<file path="src/rtl/eth_header_parser.sv">
// Ethernet L2 header extractor for the 64-bit packet bus: captures MACs, optional
// 802.1Q tag and EtherType, counts bytes and flags framing problems; one result per packet.
module eth_header_parser #(
  parameter logic [15:0] VLAN_TPID = 16'h8100,
  parameter int unsigned MIN_LEN   = 14
) (
  input  logic        clk,
  input  logic        rst,
  input  logic        valid,
  input  logic [63:0] data,
  input  logic [7:0]  byte_enable,
  input  logic        sop,
  input  logic        eop,
  output logic        pkt_done,
  output logic [47:0] dst_mac,
  output logic [47:0] src_mac,
  output logic        vlan_present,
  output logic [15:0] vlan_tci,
  output logic [15:0] ethertype,
  output logic [15:0] pkt_len,
  output logic        err_runt,
  output logic        err_trunc,
  output logic        err_be,
  output logic        framing_err
);

  typedef enum logic [1:0] {IDLE, W1, W2, BODY} state_t;

  typedef struct packed {
    logic [47:0] dst;
    logic [47:0] src;
    logic [15:0] tpid;
    logic [15:0] tci;
    logic [15:0] inner;
    logic [15:0] len;
    logic        be_err;
  } work_t;

  localparam logic [15:0] MIN_U = 16'(MIN_LEN);
  localparam logic [15:0] MIN_T = 16'(MIN_LEN + 4);

  function automatic logic be_contig(input logic [7:0] be);
    case (be)
      8'h80, 8'hC0, 8'hE0, 8'hF0, 8'hF8, 8'hFC, 8'hFE, 8'hFF: be_contig = 1'b1;
      default:                                               be_contig = 1'b0;
    endcase
  endfunction

  state_t      state_q, state_d;
  work_t       work_q, work_d, start_w, fin_src;
  logic        pend_q, pend_d;
  logic        fin, fin_use_q, trunc, ferr_d;
  logic [7:0]  be_eff;
  logic [63:0] mdata;
  logic [3:0]  cnt;
  logic        be_bad;
  logic [16:0] sum;
  logic [15:0] len_acc;

  // Absent bytes are zeroed up front so every field sourced from them reads 0.
  always_comb begin
    be_eff = eop ? byte_enable : 8'hFF;
    mdata  = '0;
    cnt    = '0;
    for (int i = 0; i < 8; i++) begin
      mdata[i*8 +: 8] = be_eff[i] ? data[i*8 +: 8] : 8'h00;
      cnt             = cnt + {3'b000, be_eff[i]};
    end
    be_bad  = eop & ~be_contig(byte_enable);
    sum     = {1'b0, work_q.len} + {13'b0, cnt};
    len_acc = sum[16] ? 16'hFFFF : sum[15:0];

    start_w             = '0;
    start_w.dst         = mdata[63:16];
    start_w.src[47:32]  = mdata[15:0];
    start_w.len         = {12'b0, cnt};
    start_w.be_err      = be_bad;
  end

  // A pending result always comes from the working registers, which also serve
  // a truncated packet; a normal eop result comes from the updated values.
  always_comb begin
    state_d   = state_q;
    work_d    = work_q;
    pend_d    = 1'b0;
    fin       = pend_q;
    fin_use_q = pend_q;
    trunc     = 1'b0;
    ferr_d    = 1'b0;
    if (valid) begin
      case (state_q)
        IDLE: begin
          if (sop) begin
            work_d  = start_w;
            state_d = eop ? IDLE : W1;
            if (eop) begin
              if (pend_q) pend_d = 1'b1;
              else        fin    = 1'b1;
            end
          end else begin
            ferr_d = 1'b1;
          end
        end
        default: begin
          if (sop) begin
            fin       = 1'b1;
            fin_use_q = 1'b1;
            trunc     = 1'b1;
            work_d    = start_w;
            state_d   = eop ? IDLE : W1;
            pend_d    = eop;
          end else begin
            work_d.len    = len_acc;
            work_d.be_err = work_q.be_err | be_bad;
            case (state_q)
              W1: begin
                work_d.src[31:0] = mdata[63:32];
                work_d.tpid      = mdata[31:16];
                if (mdata[31:16] == VLAN_TPID) begin
                  work_d.tci = mdata[15:0];
                  state_d    = W2;
                end else begin
                  state_d    = BODY;
                end
              end
              W2: begin
                work_d.inner = mdata[63:48];
                state_d      = BODY;
              end
              default: state_d = BODY;
            endcase
            if (eop) begin
              fin     = 1'b1;
              state_d = IDLE;
            end
          end
        end
      endcase
    end
    fin_src = fin_use_q ? work_q : work_d;
  end

  logic        r_short, r_tag;
  logic        done_q, vlan_q, runt_q, trunc_q, be_q, ferr_q;
  logic [47:0] dst_q, src_q;
  logic [15:0] tci_q, et_q, len_q;

  always_comb begin
    r_short = fin_src.len < MIN_U;
    r_tag   = ~r_short & (fin_src.tpid == VLAN_TPID);
  end

  always_ff @(posedge clk or posedge rst) begin
    if (rst) begin
      state_q <= IDLE;
      work_q  <= '0;
      pend_q  <= 1'b0;
      done_q  <= 1'b0;
      ferr_q  <= 1'b0;
      dst_q   <= '0;
      src_q   <= '0;
      vlan_q  <= 1'b0;
      tci_q   <= '0;
      et_q    <= '0;
      len_q   <= '0;
      runt_q  <= 1'b0;
      trunc_q <= 1'b0;
      be_q    <= 1'b0;
    end else begin
      state_q <= state_d;
      work_q  <= work_d;
      pend_q  <= pend_d;
      done_q  <= fin;
      ferr_q  <= ferr_d;
      if (fin) begin
        dst_q   <= fin_src.dst;
        src_q   <= fin_src.src;
        vlan_q  <= r_tag;
        tci_q   <= r_tag ? fin_src.tci : 16'h0;
        et_q    <= r_short ? 16'h0 : (r_tag ? fin_src.inner : fin_src.tpid);
        len_q   <= fin_src.len;
        runt_q  <= r_short | (r_tag & (fin_src.len < MIN_T));
        trunc_q <= trunc;
        be_q    <= fin_src.be_err;
      end
    end
  end

  assign pkt_done     = done_q;
  assign dst_mac      = dst_q;
  assign src_mac      = src_q;
  assign vlan_present = vlan_q;
  assign vlan_tci     = tci_q;
  assign ethertype    = et_q;
  assign pkt_len      = len_q;
  assign err_runt     = runt_q;
  assign err_trunc    = trunc_q;
  assign err_be       = be_q;
  assign framing_err  = ferr_q;

endmodule

</file>
<file path="config.mk">
export PLATFORM = sky130hd
export DESIGN_NAME = eth_header_parser
export DESIGN_NICKNAME = d
export VERILOG_FILES = /design/src/rtl/eth_header_parser.sv
export SDC_FILE = /design/constraint.sdc
export NUM_CORES = 1
export LEC_CHECK = 0
export ABC_AREA = 1
export ABC_CLOCK_PERIOD_IN_PS = 13800
export CAP_MARGIN = 40
export CORE_ASPECT_RATIO = 2
export CORE_MARGIN = 2
export CORE_UTILIZATION = 55
export CTS_CLUSTER_DIAMETER = 100
export CTS_CLUSTER_SIZE = 10
export DETAILED_ROUTE_END_ITERATION = 8
export GPL_TIMING_DRIVEN = 0
export PLACE_DENSITY = 0.81
export SETUP_SLACK_MARGIN = 0.4
export SYNTH_ARGS = -nofsm -noshare
export SYNTH_HDL_FRONTEND = slang
export SYNTH_SLANG_ARGS = --single-unit
</file>
<file path="constraint.sdc">
create_clock -name clk -period 13.8 [get_ports clk]
set_clock_uncertainty 0.1 [all_clocks]
set_input_delay 2.76 -clock clk [delete_from_list [all_inputs] [get_ports clk]]
set_output_delay 2.76 -clock clk [all_outputs]
set_load 0.01 [all_outputs]
</file>
==> impl_metrics.tcl, run 1 <==
set metrics [dict create \
    worstPathRequired_ns 14.10 \
    start_kind "primary input" \
    portBuffers 226 \
    cts.htree.levels 2 \
    cap_violations 0 \
    clockBufferDepth 3 \
    io_pins 227 \
    fin_nets 2175 \
    nFillCells 2211 \
    grtUsageTotal 0.371 \
    total_power_mw 2.75 \
    die_area_um2 28400 \
    fin_setup_tns_ns 0 \
    area_delta_synth_final_pct 25.0 \
    drtIter0Drc 1229 \
    cp_slowest_cell "fa_1" \
    clk_latency_ns 0.53 \
    fin_crit_sh 0.682 \
    wl_mm 52.4 \
    grt_pass1_wl_mm 80.0 \
    post_cts_buffers 0 \
    p_leak_nw 8.73 \
    yosysWarnings 0 \
    peakVddDrop_v 0.000128 \
    ys_ff_latch 314 \
    critical_path_class "in2reg" \
    syn_avg_cell_area_um2 8.18 \
    synth-simple-area-share 0.231 \
    synthMuxAreaShare 0.000757 \
    seq_area_frac_synth 0.528 \
    grt_max_degree 123 \
    grt_pass1_vias 14339 \
    setup_violations 0 \
    crit_arrival_ns 9.72 \
    cp-end-kind "flip-flop" \
    cts_tree "yes" \
    tightest_slew_ns 0.833 \
    rsz0062_at_grt "false" \
    layout-drive-gt1-share 0.0455 \
    cts_made_buffers 37 \
    synth_fa_ha_area_frac 0.0126 \
    hp-class "reg2reg" \
    synth_cells 1818 \
    antenna_left 0 \
    fin_crit_ns 9.41 \
    outcome "finished, final reports clean" \
    vias 14019 \
    pwr_density_cell_nw_per_um2 148 \
    syn-num-nets 1907 \
    drv_slew 0 \
    cp_slowest_stage_delay_ns 0.61 \
    cts_sinks 314 \
    hold_viol 0 \
    drc 0 \
    die_w_um 120 \
    place_hpwl_mm 39.3 \
    wl_per_cell_um 21.5 \
    ys_types 41 \
    hold_buffers 0 \
    initial_core_util 0.555 \
    cp_common_cell "nand2_1" \
    synthXorXnorAreaFrac 0.00118 \
    timing.fmax_ghz 0.106 \
    rows 85 \
    antenna_cells 0 \
    firstDrtPassIters 6 \
    cts_resized 0 \
    antenna_found_initial 1 \
    vias_per_cell 5.76 \
    slew_headroom 0.442 \
    synth_top_family_by_area "simple AND/OR/NAND/NOR gates" \
    core-area_um2 26800 \
    synth_compound_area_frac 0.149 \
    gp_congestion 1.03 \
    grt_overflow 0 \
    fp.dieH_um 237 \
    path_max_fanout 10 \
    path_clk_slew_ns 0.05 \
    syn_area_um2 14900 \
    root_buffer "clkbuf_16" \
]
-- state kept, by name, indices dropped and copies added, names as in the netlist --
register,count
work_q,161
dst_mac,48
src_mac,48
ethertype,16
pkt_len,16
vlan_tci,16
state_q,2
err_be,1
err_runt,1
err_trunc,1
framing_err,1
pend_q,1
pkt_done,1
vlan_present,1
-- layout make-up --
type | count | area [um^2] | area share
Sequential cell | 314 | 7860 | 0.423
Inverter | 194 | 746 | 0.0401
Tap cell | 348 | 435 | 0.0234
Clock buffer | 37 | 926 | 0.0498
Timing Repair Buffer | 229 | 2330 | 0.125
Multi-Input combinational cell | 1218 | 5860 | 0.315
Buffer | 92 | 410 | 0.0221
Clock inverter | 3 | 26.3 | 0.00141
-- cells in the mapped netlist, drive strengths merged --
master	number	share of area
nand2	728	0.19
dfrtp	314	0.53
inv	186	0.047
o21ai	122	0.041
o211ai	99	0.050
nand3	65	0.023
o22ai	65	0.028
clkbuf	58	0.015
nor2	47	0.016
buf	34	0.013
o21a	34	0.017
o31ai	16	0.0081
clkinv	8	0.0024
nand4	8	0.0034
ha	7	0.0059
a21oi	5	0.0017
fa	5	0.0067
nor3	5	0.0017
a31oi	3	0.0013
xor2	2	0.0012
a2111oi	1	0.00059
a32oi	1	0.00059
mux2	1	0.00076
nand3b	1	0.00051
nor4	1	0.00042
o221ai	1	0.00059
or2	1	0.00042
-- through the flow --
step | instances | hold slack [ns] | instance area (um^2) | utilization | worst slack, ns
after global placement | 2392 | 0.367 | 17600 | 0.655 | -1.50
after global routing | 2435 | 0.400 | 18600 | 0.694 | 3.99
final | 2435 | 0.379 | 18600 | 0.694 | 4.39
after CTS | 2435 | 0.382 | 18600 | 0.694 | 4.51
after detailed placement | 2395 | 0.367 | 17600 | 0.658 | 3.97
after floorplan | 1818 | 0.365 | 14900 | - | 2.25
-- cells by family after synthesis --
| logic type | count (synthesis) |
|---|---|
| xor gates and xnor gates | 2 |
| and+or+nand+nor | 856 |
| DFF | 314 |
| muxes | 1 |
| AOI/OAI and AO/OA | 347 |
| adders and majority gates | 12 |
| buffers and inverters | 286 |
-- worst max-delay path: cells and delay by family --
kind	cells	cell delay, ns
buffers and inverters	7	1.56
AOI/OAI and AO/OA	1	0.51
adders and majority gates	6	2.54
and+or+nand+nor	15	2.08
xor gates and xnor gates	1	0.23
-- metal layers --
layer / track usage / wire, um / vias to the layer above
met5: 0 / 13 / -
met4: 0.261 / 4350 / 2
met3: 0.0682 / 3230 / 196
met2: 0.662 / 27600 / 581
met1: 0.383 / 17200 / 6830
li1: - / - / 6410
-- final timing paths --
check	startpoint	endpoint	slack [ns]	depth (start not counted)
worst max-delay path	eop	ethertype[3]	4.39	30
worst min-delay path	ethertype[7]	ethertype[7]	0.38	2
worst max register to register	work_q[1]	vlan_tci[0]	9.92	19
worst min register to register	ethertype[7]	ethertype[7]	0.38	2
max in group asynchronous	rst	vlan_tci[12]	9.90	3
min in group asynchronous	rst	dst_mac[37]	2.65	2
-- power breakdown --
part | total (mW) | internal (mW) | switching (mW)
combinational | 0.773 | 0.324 | 0.449
clock | 0.839 | 0.475 | 0.364
sequential | 1.14 | 1.05 | 0.0862
total | 2.75 | 1.85 | 0.899
-- placed cells by master (no fill, tap or decap), types with 6 or more instances in the layout --
master | netlist | final
ha_1 | 7 | 7
nand4_1 | 8 | 8
o21a_1 | 34 | 34
inv_1 | 179 | 178
buf_1 | 9 | 9
dfrtp_1 | 314 | 314
buf_4 | 6 | 6
buf_2 | 16 | 16
o22ai_1 | 64 | 64
o211ai_1 | 99 | 99
clkdlybuf4s50_1 | 0 | 226
clkbuf_1 | 58 | 58
nand2_1 | 722 | 722
o21ai_1 | 24 | 24
o31ai_1 | 16 | 16
nand3_1 | 64 | 64
clkinv_1 | 7 | 7
o21ai_0 | 98 | 98
nor2_1 | 39 | 39
clkbuf_16 | 0 | 37
Power figures use the tool's default switching activity.
==> run 2: changes to the inputs <==
--- a/config.mk
+++ b/config.mk
@@ -6,7 +6,7 @@
 export NUM_CORES = 1
 export LEC_CHECK = 0
 export ABC_AREA = 1
-export ABC_CLOCK_PERIOD_IN_PS = 13800
+export ABC_CLOCK_PERIOD_IN_PS = 9450
 export CAP_MARGIN = 40
 export CORE_ASPECT_RATIO = 2
 export CORE_MARGIN = 2
==> constraint.sdc (replaced) <==
create_clock -name clk -period 9.45 [get_ports clk]
set_clock_uncertainty 0.1 [all_clocks]
set_input_delay 1.89 -clock clk [delete_from_list [all_inputs] [get_ports clk]]
set_output_delay 1.89 -clock clk [all_outputs]
set_load 0.01 [all_outputs]
==> run 2 against run 1 <==
  * Die area stayed put
  * Via count is 0.26% lower
  * Register-to-register slack worse by 4.4 ns
  * Critical path type unchanged
  * Worst hold slack better by 0.0014 ns
  * Final area is 0.69% higher
  * Highest routed layer unchanged
  * Non-clock buffer count is 7 higher
  * Largest power group unchanged
  * Clock power is 47% higher
==> impl_metrics.tcl, run 2 (synthesis results as in run 1) <==
set metrics [dict create \
    outcome "finished, final reports clean" \
    hold_viol 0 \
    cp_slowest_cell "fa_1" \
    grt_pass1_wl_mm 78.2 \
    fin_crit_ns 8.39 \
    rsz0062_at_grt "false" \
    rows 85 \
    timing.fmax_ghz 0.119 \
    firstDrtPassIters 6 \
    ff2ff_path_depth 21 \
    whs_ns 0.381 \
    final_common_cell "nand2_1" \
    fp.dieH_um 237 \
    clk_latency_ns 0.55 \
    largest_reg_flops 161 \
    place_hpwl_mm 38.5 \
    cts_sinks 314 \
    area_delta_synth_final_pct 25.9 \
    setup_violations 0 \
    post_cts_buffers 0 \
    swShare 0.325 \
    p_int_mw 2.71 \
    io_pins 227 \
    fin_setup_tns_ns 0 \
    peakVddDrop_v 0.000173 \
    tightest_slew_ns 0.985 \
    antenna_cells 0 \
    root_buffer "clkbuf_16" \
    grt_overflow 0 \
    setup.worst_path.start "eop" \
    cp-end-kind "flip-flop" \
    drtIter0Drc 1185 \
    antenna_left 0 \
    start_kind "primary input" \
    wl_per_cell_um 20.8 \
    path_max_fanout 10 \
    cp_common_cell "nand2_1" \
    vias 13982 \
    total_power_mw 4.02 \
    cts_tree "yes" \
    cts.htree.levels 2 \
    r2r_slack_ns 5.57 \
    path_clk_slew_ns 0.05 \
    crit_end "vlan_tci[2]" \
    cap_violations 0 \
    clockBufferDepth 3 \
    pwr-share-comb 0.279 \
    pre_cts_ws_ns 0.632 \
    p_leak_nw 8.79 \
    grtUsageTotal 0.360 \
    seq_power_share 0.415 \
    antenna_found_initial 1 \
    r2r_end "vlan_tci[2]" \
    worstPathRequired_ns 9.82 \
    layout_common_cells "nand2_1 (722), dfrtp_1 (314), clkdlybuf4s50_1 (226)" \
    vias_per_cell 5.73 \
    clkPwrFrac 0.306 \
    layout-drive-gt1-share 0.0487 \
    slew_headroom 0.343 \
    r2r_start "work_q[1]" \
    core-area_um2 26800 \
    wl_mm 50.7 \
    drc 0 \
    critical_path_class "in2reg" \
    cts_resized 0 \
    fin_area_um2 18700 \
    initial_core_util 0.555 \
    grt_max_degree 42 \
    gp_congestion 1.05 \
    cp_slowest_stage_delay_ns 0.61 \
    die_w_um 120 \
    crit_arrival_ns 8.76 \
    regMostFlops "work_q" \
    portBuffers 226 \
    pwr_density_cell_nw_per_um2 214 \
    fin_crit_sh 0.888 \
    hp-class "reg2reg" \
    fin_nets 2182 \
    die_area_um2 28400 \
    layout_setup_ws_ns 1.06 \
    placed_area_um2 17800 \
    grt_pass1_vias 14120 \
    power_switching_mw 1.30 \
    drv_slew 0 \
    cts_made_buffers 37 \
    hold_buffers 0 \
]
==> run 2: cell types whose count changed in the layout (fill, tap and decap cells not counted), sizes merged <==
cell,before,now
buf,37,44
clkinvlp,0,1
inv,188,187
==> run 2: final cells by class <==
type                    count  area, um^2
fillers                  2191        8080
repair buffers            236        2460
flip-flops and latches    314        7860
plain buffers              92         410
well taps                 348         435
inverters                 194         742
multi-input cells        1218        5860
clock buffers              37         926
clock inverters             3        26.3
==> run 2: through the flow <==
step / instances / util
finish: 2442 / 0.699
global route: 2442 / 0.699
CTS: 2442 / 0.699
detailed placement: 2402 / 0.663
global placement: 2392 / 0.656
floorplan: 1818 / -
==> run 2: layer usage <==
metal	vias to the layer above	share of wire	track usage
met4	2	0.082	0.255
met2	600	0.52	0.628
met3	203	0.060	0.0633
met5	-	0.00026	0
met1	6751	0.34	0.387
li1	6426	-	-
==> run 2: critical path: cells and delay by family <==
kind	cells	cell delay, ns
simple gates	19	2.64
buf+inv	6	1.44
xor+xnor	1	0.18
fa+ha+maj	6	2.59
==> run 2: how the worst min path moves through the flow <==
stage | depth (start not counted) | startpoint | to | slack [ns]
after CTS | 2 | vlan_tci[10] | vlan_tci[10] | 0.38
after floorplan | 2 | work_q[113] | dst_mac[0] | 0.36
final | 2 | pkt_len[15] | pkt_len[15] | 0.38
after global placement | 2 | vlan_tci[5] | vlan_tci[5] | 0.37
after global routing | 2 | pkt_len[4] | pkt_len[4] | 0.41
after detailed placement | 2 | vlan_tci[10] | vlan_tci[10] | 0.37
==> run 2: power groups by stage <==
stage                     clock network (mW)  logic [mW]  registers [mW]
after CTS                               1.24        1.12            1.66
after global routing                    1.29        1.22            1.68
after global placement                     0        1.08            1.68
after detailed placement                   0        1.11            1.68
final                                   1.23        1.12            1.67
after floorplan                            0       0.519            1.72
